`config.mk`:
```
export PLATFORM = sky130hd
export DESIGN_NAME = grid_readout
export DESIGN_NICKNAME = d
export VERILOG_FILES = /design/src/rtl/grid_readout.sv
export SDC_FILE = /design/constraint.sdc
export NUM_CORES = 1
export LEC_CHECK = 0
export BUFFER_PORTS_ARGS = -buffer_cell sky130_fd_sc_hd__buf_2
export CAP_MARGIN = 25
export CORE_MARGIN = 2
export CORE_UTILIZATION = 53
export CTS_CLUSTER_SIZE = 25
export DETAILED_ROUTE_END_ITERATION = 16
export GPL_TIMING_DRIVEN = 0
export PLACE_DENSITY_LB_ADDON = 0.25
export SLEW_MARGIN = 20
export SYNTH_ARGS = -nofsm -noshare
export SYNTH_HDL_FRONTEND = slang
export SYNTH_SLANG_ARGS = --single-unit
```
`constraint.sdc`:
```
create_clock -name CLK -period 2.2 [get_ports CLK]
set_clock_uncertainty 0.15 [all_clocks]
set_input_delay 0.33 -clock CLK [delete_from_list [all_inputs] [get_ports CLK]]
set_output_delay 0.33 -clock CLK [all_outputs]
set_load 0.02 [all_outputs]
```
`src/rtl/grid_readout.sv`:
```
// ---------------------------------------------------------------------------
// grid_readout
//
// Purpose:
//   Read-only companion to the system memory. On START (in IDLE) the full
//   grid vector MEM_IN is captured into a snapshot register. The snapshot is
//   then streamed out least-significant word first as word_size-bit words
//   over a valid/ready handshake. The block never writes the memory.
//
// Parameters:
//   data_size  width of the grid vector (must be a multiple of word_size)
//   word_size  width of each streamed word
//
// Ports:
//   CLK          system clock, rising edge
//   RESET        asynchronous active-low reset
//   MEM_IN       grid contents from the memory output
//   START        readout request, sampled only in IDLE
//   ABORT        synchronous cancel of a readout in progress
//   WORD_OUT     current output word (0 when not sending)
//   WORD_VALID   WORD_OUT holds a valid word
//   WORD_READY   downstream accepts the word on this edge
//   WORD_LAST    marks the final word of the readout
//   BUSY         readout in progress
//   DONE         one-cycle pulse after the final word is accepted
//   WORD_PARITY  (only with READOUT_PARITY_EN defined) XOR reduction of
//                WORD_OUT
//
// Build option:
//   READOUT_PARITY_EN  adds the WORD_PARITY output.
// ---------------------------------------------------------------------------
module grid_readout #(
    parameter int data_size = 64,
    parameter int word_size = 8
) (
    input  logic                 CLK,
    input  logic                 RESET,
    input  logic [data_size-1:0] MEM_IN,
    input  logic                 START,
    input  logic                 ABORT,
    output logic [word_size-1:0] WORD_OUT,
    output logic                 WORD_VALID,
    input  logic                 WORD_READY,
    output logic                 WORD_LAST,
    output logic                 BUSY,
    output logic                 DONE
`ifdef READOUT_PARITY_EN
    ,
    output logic                 WORD_PARITY
`endif
);

    localparam int NUM_WORDS = data_size / word_size;
    localparam int IDX_W     = (NUM_WORDS > 1) ? $clog2(NUM_WORDS) : 1;
    localparam logic [IDX_W-1:0] LAST_IDX = IDX_W'(NUM_WORDS - 1);
    localparam logic [IDX_W-1:0] ONE_IDX  = IDX_W'(1);

    // Reject a grid that does not split into whole words at elaboration.
    if ((data_size % word_size) != 0) begin : g_size_check
        $error("grid_readout: data_size must be a multiple of word_size");
    end

    typedef enum logic {
        S_IDLE,
        S_SEND
    } state_t;

    state_t                 r_state;
    state_t                 w_state_next;
    logic [data_size-1:0]   r_snapshot;
    logic [IDX_W-1:0]       r_index;
    logic                   r_done;

    logic                   w_sending;
    logic                   w_is_last;
    logic                   w_transfer;
    logic                   w_last_xfer;
    logic [word_size-1:0]   w_words [NUM_WORDS];

    // Split the snapshot into word slices; word 0 is the LSB slice.
    genvar gi;
    generate
        for (gi = 0; gi < NUM_WORDS; gi++) begin : g_words
            assign w_words[gi] = r_snapshot[gi*word_size +: word_size];
        end
    endgenerate

    assign w_sending  = (r_state == S_SEND);
    assign w_is_last  = (r_index == LAST_IDX);
    // ABORT outranks a handshake on the same edge, so it cancels the transfer.
    assign w_transfer  = w_sending && WORD_READY && !ABORT;
    assign w_last_xfer = w_transfer && w_is_last;

    // ---------------- FSM: state register ----------------
    always_ff @(posedge CLK or negedge RESET) begin
        if (!RESET) begin
            r_state <= S_IDLE;
        end else begin
            r_state <= w_state_next;
        end
    end

    // ---------------- FSM: next state ----------------
    always_comb begin
        w_state_next = r_state;
        case (r_state)
            S_IDLE: begin
                if (START) begin
                    w_state_next = S_SEND;
                end
            end
            S_SEND: begin
                if (ABORT || w_last_xfer) begin
                    w_state_next = S_IDLE;
                end
            end
            default: w_state_next = S_IDLE;
        endcase
    end

    // ---------------- Datapath ----------------
    always_ff @(posedge CLK or negedge RESET) begin
        if (!RESET) begin
            r_snapshot <= '0;
            r_index    <= '0;
            r_done     <= 1'b0;
        end else begin
            r_done <= w_last_xfer;
            if (!w_sending) begin
                // START is only honoured here, so a request during SEND
                // (including the last-word edge) is simply dropped.
                if (START) begin
                    r_snapshot <= MEM_IN;
                    r_index    <= '0;
                end
            end else if (ABORT) begin
                r_index <= '0;
            end else if (w_transfer) begin
                r_index <= w_is_last ? '0 : (r_index + ONE_IDX);
            end
        end
    end

    // Outputs are decoded purely from registers; WORD_READY never reaches them.
    assign WORD_VALID = w_sending;
    assign BUSY       = w_sending;
    assign WORD_LAST  = w_sending && w_is_last;
    assign WORD_OUT   = w_sending ? w_words[r_index] : '0;
    assign DONE       = r_done;

`ifdef READOUT_PARITY_EN
    assign WORD_PARITY = ^WORD_OUT;
`endif

endmodule

```
* Yosys cells after proc, flatten, opt, wreduce, memory -nomap -nowiden
Index checks and enable logic that the tools add are counted.
Operators by class: add/sub/neg operators 1, $lt $le $gt $ge 1, eq/ne operators 2, multiplexer cells 12, bitwise operators 2, reductions and logical operators 9
Operators with widths (count):
- binary-select mux 8 bit (select 3 bit) | 1
- 2-to-1 mux 8 bit | 3
- 2-to-1 mux 3 bit | 5
- greater-or-equal comparator 4 bit (second input constant) | 1
- logical AND 1 bit | 4
- NOT 3 -> 4 bit | 1
- AND reduction 2 bit | 2
- adder 3 x 1 -> 3 bit (second input constant) | 1
- equality test 3 bit (second input constant) | 1
- != test 3 x 2 -> 1 bit (second input constant) | 1
- 2-to-1 mux 1 bit | 2
- case mux 1 bit (2 select lines) | 1
- nonzero test 2 bit | 1
- zero test 1 bit | 1
- logical OR 1 bit | 1
- NOT 1 bit | 1
Word-level totals: flip-flop bits (word level) 69, input bits 69, word-level logic and storage cells 31

* Logic depth before layout (Yosys ltp)
Gate-level depths: netlist (run 1).
depth after elaboration 6, gate-level depth with buffers 5, mapped depth without buffers 4

* Worst setup path before layout (run 1)
OpenSTA, ideal clock, no wires.
path type register to output, from register r_index[1], to output port WORD_OUT[0], arrival 1.348 ns, path slack 0.372 ns, stages on the path, launching flop included 6, path buffers 2, cells stage by stage dfrtp_1 > buf_6 > buf_12 > mux4_2 > mux2i_1 > nor2_1
Between the ends: longest elaborated chain between the ends 5
Ends and longest elaborated chain:
- start, declared | RTL line 71 | logic [IDX_W-1:0] r_index;
- start signal, assigned | RTL line 139 | r_index <= w_is_last ? '0 : (r_index + ONE_IDX);
- NOT 3 -> 4 bit (implied by the code) | RTL line 148 | assign WORD_OUT = w_sending ? w_words[r_index] : '0;
- binary-select mux 8 bit (select 3 bit) | RTL line 148
- 2-to-1 mux 8 bit (implied by the code) (2 in a row) | RTL line 148
- 2-to-1 mux 8 bit | RTL line 148
- end, declared | RTL line 41 | output logic [word_size-1:0] WORD_OUT,
Every way passes these cells. The select of a mux whose other input is x is not followed.

* Worst setup path after layout (run 1)
from register r_index[1], to output port WORD_OUT[1]
The elaborated chain is that of the path after synthesis.

==> impl_metrics.tcl, run 1 <==
set metrics [dict create \
    status "complete, but fails checks" \
    violations "setup timing" \
    p_int_mw 2.61 \
    area_growth_syn_to_layout_pct 25.8 \
    ios 81 \
    syn_area_per_cell_sq_um 16.3 \
    holdCritPathClass "primary input to register" \
    dp_hpwl_um 4810 \
    synth_most_common_cell "dfrtp_1" \
    seqPwrFrac_pct 48.0 \
    worstHoldPathCells 2 \
    grt_pass1_vias 2139 \
    numCtsBuffers 9 \
    max_freq_ghz 0.418 \
    clockRootBuffer "clkbuf_8" \
    yosysTopAreaCell "dfrtp_1" \
    critPathLaunchType "register" \
    irDropWorstVdd_mv 0.490 \
    cap_violations 0 \
    seq_area_frac_synth_pct 54.7 \
    drive_gt1_share_pct 65.8 \
    die_w_um 81.2 \
    first_pass_iters 4 \
    antenna_found_initial 0 \
    worst_pin_slew_ps 332 \
    r2r_end "r_snapshot[24]" \
    p_clk_share_pct 29.2 \
    async_flop_share_pct 100 \
    ys_top_cells_by_count "dfrtp_1 (69), mux2_2 (65), nor2_1 (10)" \
    worstSetupPathType "register to output pin" \
    clkSlewWorstSetupHoldPaths_ps 70 \
    r2r-start "BUSY" \
    r2r_slack_ps 320 \
    grt_usage_pct 23.3 \
    fp.dieH_um 81.2 \
    pwr-share-comb_pct 22.9 \
    insertion_delay_ps 330 \
    drc 0 \
    grt_start_max_net_pins 50 \
    critPathRequiredTime_ps 1720 \
    nNetsFinal 366 \
    syn-num-nets 266 \
    wirelength_um 6930 \
    p_leak_nw 1.80 \
    slew_violations 0 \
    yosys-top-cells-area "dfrtp_1 (55%), mux2_2 (23%), mux4_2 (6.4%), mux4_1 (5.8%), mux2i_1 (2.5%)" \
    yosys_register_bits 69 \
    ant_nets 0 \
    setup_slack_ps -193 \
    num_rows 28 \
    final-setup-viol-count 8 \
    die_area_sq_mm 0.00659 \
    grt_pass1_wl_um 10900 \
    antenna-diode-count 0 \
    finalHoldViolCount 0 \
    finalCritPeriodShare_pct 109 \
    r2r_cells 4 \
    drtIter0Drc 115 \
    initial_core_util_pct 54.0 \
    avgViaCountPerCell 5.37 \
    fin_crit_ps 2390 \
    port_buffers 80 \
    rsz0062_at_grt "yes" \
    p_sw_mw 0.900 \
    crit_path_end_kind "output pin" \
    wl_per_cell_um 18.6 \
    slew_headroom_pct 77.7 \
    swShare_pct 25.7 \
    yosys_warnings 0 \
    core_area_sq_mm 0.00585 \
    critical_path_arrival_ps 1910 \
    grt_overflow_total 0 \
    hold_start "MEM_IN[16]" \
    synth_ff_type "dfrtp_1" \
    via_count 2002 \
    yosysTopAreaCellShare_pct 54.7 \
    synth_edf_count 0 \
    synth_area_sq_mm 0.00316 \
    syn_inst 194 \
    pre_cts_ws_ps 9.69 \
    tritoncts "built" \
    pwr_density_cell_mw_per_mm2 882 \
    hold-path-endpoint "r_snapshot[16]" \
    clockBufferDepth 2 \
    setup_tns_ps -1260 \
    gp_congestion 0.752 \
    cts.htree.levels 3 \
    cts_sinks 69 \
    path_max_fanout 6 \
    synth.distinct_cells 21 \
]
cells by family (layout without fill, tap and decap cells):
family / after synthesis / after routing / synth area share [%]
flip-flops: 69 / 69 / 54.7
adder cells (fa/ha/maj): 3 / 3 / 1.19
AND/OR/NAND/NOR: 15 / 15 / 2.14
AO/OA/AOI/OAI: 4 / 4 / 1.07
multiplexers: 89 / 89 / 37.9
buffers and inverters: 14 / 118 / 3.01
per-layer routing:
layer  global-route usage, %  share of wire, %  vias to the layer above
met4                    8.64               1.5                        0
li1                        -                 -                      914
met1                    31.1                44                     1016
met5                       0                 0                        -
met2                    38.2                50                       61
met3                    4.33               4.6                       11
critical path, stage by stage (launching register included):
cell and delay, ps:
dfrtp_1 370, buf_6 170, buf_12 130, mux4_2 530, mux2i_1 150, nor2_1 60, buf_4 160
power groups by stage:
| stage | clock, mW | sequential (mW) | combinational [mW] |
|---|---|---|---|
| 3_5_place_dp | 0 | 1.70 | 0.771 |
| 2_1_floorplan | 0 | 1.65 | 0.553 |
| 6_report | 1.02 | 1.68 | 0.802 |
| 3_3_place_gp | 0 | 1.68 | 0.744 |
| 4_1_cts | 1.03 | 1.67 | 0.793 |
| 5_1_grt | 1.09 | 1.72 | 0.873 |
worst max path at each step:
| stage | startpoint | end | slack (ps) | cells after the start |
|---|---|---|---|---|
| 5_1_grt | r_index[1] | WORD_OUT[1] | -260 | 6 |
| 3_3_place_gp | r_index[2] | WORD_OUT[1] | 30 | 6 |
| 6_report | r_index[1] | WORD_OUT[1] | -190 | 6 |
| 3_5_place_dp | r_index[2] | WORD_OUT[1] | 10 | 6 |
| 2_1_floorplan | r_index[1] | WORD_OUT[0] | 370 | 5 |
| 4_1_cts | r_index[1] | WORD_OUT[1] | -180 | 6 |
state kept, by name, indices dropped and copies added (netlist names):
name,cells
BUSY,1
DONE,1
r_snapshot,64
r_index,3
layout make-up:
type                            count  area (sq um)
Buffer                             13           100
Clock buffer                       14           163
Clock inverter                      1          30.0
Fill cell                         414          1880
Inverter                            1          3.75
Multi-Input combinational cell    111          1310
Sequential cell                    69          1730
Tap cell                           75          93.8
Timing Repair Buffer               89           543
metrics by stage:
stage / util (%) / instances / area (sq um) / hold slack (ps) / power, mW
final: 67.9 / 373 / 3970 / 66.2 / 3.51
after global routing: 67.9 / 373 / 3970 / 67.8 / 3.68
after CTS: 67.6 / 370 / 3960 / 61.2 / 3.50
after detailed placement: 63.0 / 350 / 3680 / 87.0 / 2.47
after global placement: 62.4 / 349 / 3650 / 332 / 2.43
after floorplan: - / 194 / 3160 / -116 / 2.20
cells in the final DEF, fill, tap and decap left out, types with 2 or more instances in the layout:
cell      Yosys  layout
buf_6         1       2
buf_4         2      16
clkbuf_8      0      11
mux2_2       65      65
mux2i_1       8       8
dfrtp_1      69      69
ha_1          3       2
buf_2         9      79
clkbuf_1      0       3
mux4_2        9      16
buf_16        0       2
nor2_1       10      10
buf_12        1       2
timing repair:
item	in CTS	in global routing
hold buffers	1	0
setup buffers	3	3
pin swaps	1	3
gates resized for setup	8	11
endpoints found under the setup margin	8	8
cloned	1	0
hold endpoints to repair	20	0
(Power assumes the default switching activity.)
==> run 2, diff against run 1 <==
--- a/config.mk
+++ b/config.mk
@@ -7,6 +7,7 @@
 export LEC_CHECK = 0
 export BUFFER_PORTS_ARGS = -buffer_cell sky130_fd_sc_hd__buf_2
 export CAP_MARGIN = 25
+export CORE_ASPECT_RATIO = 0.7
 export CORE_MARGIN = 2
 export CORE_UTILIZATION = 53
 export CTS_CLUSTER_SIZE = 25
==> impl_metrics.tcl, run 2 (synthesis results as in run 1) <==
set metrics [dict create \
    status "complete, but fails checks" \
    violations "setup timing" \
    wl_per_cell_um 18.5 \
    clockRootBuffer "clkbuf_8" \
    gp_congestion 0.766 \
    ant_nets 0 \
    via_count 2017 \
    drtIter0Drc 59 \
    critPathRequiredTime_ps 1720 \
    antenna_found_initial 0 \
    avgViaCountPerCell 5.42 \
    initial_core_util_pct 55.2 \
    regMostFlops "r_snapshot" \
    worst_pin_slew_ps 446 \
    nNetsFinal 364 \
    use_met3_pct 7.50 \
    critPathLaunchType "register" \
    stdcell_area_sq_mm 0.00392 \
    largest_reg_flops 64 \
    crit_path_end_kind "output pin" \
    first_pass_iters 4 \
    slew_violations 0 \
    max_freq_ghz 0.415 \
    p_clk_share_pct 26.2 \
    grt_pass1_vias 2120 \
    largestRegisters "r_snapshot x64, r_index x3" \
    pre_cts_ws_ps 68.6 \
    use_met2_pct 37.5 \
    wirelength_um 6880 \
    port_buffers 80 \
    fp.dieH_um 68.6 \
    p_leak_nw 1.78 \
    pwr_density_cell_mw_per_mm2 857 \
    setup_slack_ps -211 \
    grt_use_met1_pct 30.2 \
    core_area_sq_mm 0.00573 \
    tritoncts "built" \
    critical_path_arrival_ps 1930 \
    ios 81 \
    grt_start_max_net_pins 37 \
    antenna-diode-count 0 \
    p_int_mw 2.41 \
    cap_violations 0 \
    pwr-share-comb_pct 23.7 \
    holdCritPathClass "primary input to register" \
    drc 0 \
    p_sw_mw 0.944 \
    path_max_fanout 8 \
    final_util_pct 68.4 \
    insertion_delay_ps 340 \
    finalCritPeriodShare_pct 110 \
    drive_gt1_share_pct 65.0 \
    busiest_layer "met2" \
    num_rows 23 \
    final-setup-viol-count 8 \
    final_cell_mix "buf_2 (79), dfrtp_1 (69), mux2_2 (65)" \
    grt_pass1_wl_um 10700 \
    finalHoldViolCount 0 \
    power_mw 3.36 \
    die_area_sq_mm 0.00660 \
    slew_headroom_pct 70.2 \
    cts.htree.levels 3 \
    dp_hpwl_um 4850 \
    final_common_cell "buf_2" \
    rsz0062_at_grt "yes" \
    clkSlewWorstSetupHoldPaths_ps 80 \
    die_w_um 96.3 \
    fin_crit_ps 2410 \
    irDropWorstVdd_mv 0.436 \
    numCtsBuffers 9 \
    place_area_sq_mm 0.00368 \
    cts_sinks 69 \
    seqPwrFrac_pct 50.1 \
    swShare_pct 28.1 \
    grt_usage_pct 23.0 \
    setup_tns_ps -1500 \
    area_growth_syn_to_layout_pct 24.0 \
    clockBufferDepth 2 \
    grt_overflow_total 0 \
    worstSetupPathType "register to output pin" \
]
-- run 2: cell count changes in the layout (fill, tap and decap cells not counted), moves of 2 or more --
| cell | change |
|---|---|
| clkbuf_8 | -2 |
| clkinv_2 | +4 |
| buf_16 | -2 |
| mux4_2 | -4 |
| clkbuf_1 | -3 |
| clkinvlp_4 | +3 |
| mux4_1 | +4 |
-- run 2: power groups by stage --
stage | clock [mW] | combinational, mW | sequential (mW)
floorplan | 0 | 0.553 | 1.65
global placement | 0 | 0.748 | 1.68
detailed placement | 0 | 0.770 | 1.70
CTS | 0.900 | 0.777 | 1.68
global route | 0.959 | 0.865 | 1.71
finish | 0.879 | 0.796 | 1.68
-- run 2: final timing paths --
kind	start	end	slack (ps)	depth (start not counted)
setup / recovery	r_index[1]	WORD_OUT[6]	-210	6
hold / removal	MEM_IN[27]	r_snapshot[27]	60	2
setup reg to reg	BUSY	r_snapshot[60]	330	4
hold reg to reg	r_snapshot[48]	r_snapshot[48]	350	1
max in group asynchronous	RESET	r_snapshot[8]	1030	3
min in group asynchronous	RESET	r_snapshot[50]	330	2
-- run 2: critical path: stages, from the launching register on --
cell	delay, ps
dfrtp_1	380
buf_6	170
buf_4	120
mux4_1	540
mux2i_1	140
nor2_1	70
buf_4	170
-- run 2: area by class of cell --
cell class	count	area, sq um
Sequential cell	69	1730
Clock inverter	7	42.5
Buffer	13	96.3
Fill cell	428	1810
Multi-Input combinational cell	111	1330
Timing Repair Buffer	87	505
Inverter	1	3.75
Tap cell	75	93.8
Clock buffer	9	124
-- run 2: per-stage QoR --
step                instances  hold WS [ps]
finish                    372          64.8
global route              372          51.0
CTS                       368          46.5
detailed placement        350           159
global placement          349           333
floorplan                 194          -116
-- run 2: layer usage --
| layer | vias up | share of wire (%) | routed length, um |
|---|---|---|---|
| met2 | 54 | 49 | 3350 |
| li1 | 915 | - | - |
| met4 | 0 | 0.80 | 55 |
| met1 | 1042 | 45 | 3120 |
| met5 | - | 0 | 0 |
| met3 | 6 | 5.2 | 358 |
-- run 2: timing repair --
| action | in CTS | in global routing |
|---|---|---|
| endpoints found under the setup margin | 8 | 8 |
| hold endpoints to repair | 33 | 0 |
| resized for setup | 1 | 11 |
| hold buffers | 1 | 0 |
| cloned | 0 | 1 |
| pin swaps | 0 | 5 |
| buffers inserted | 1 | 3 |
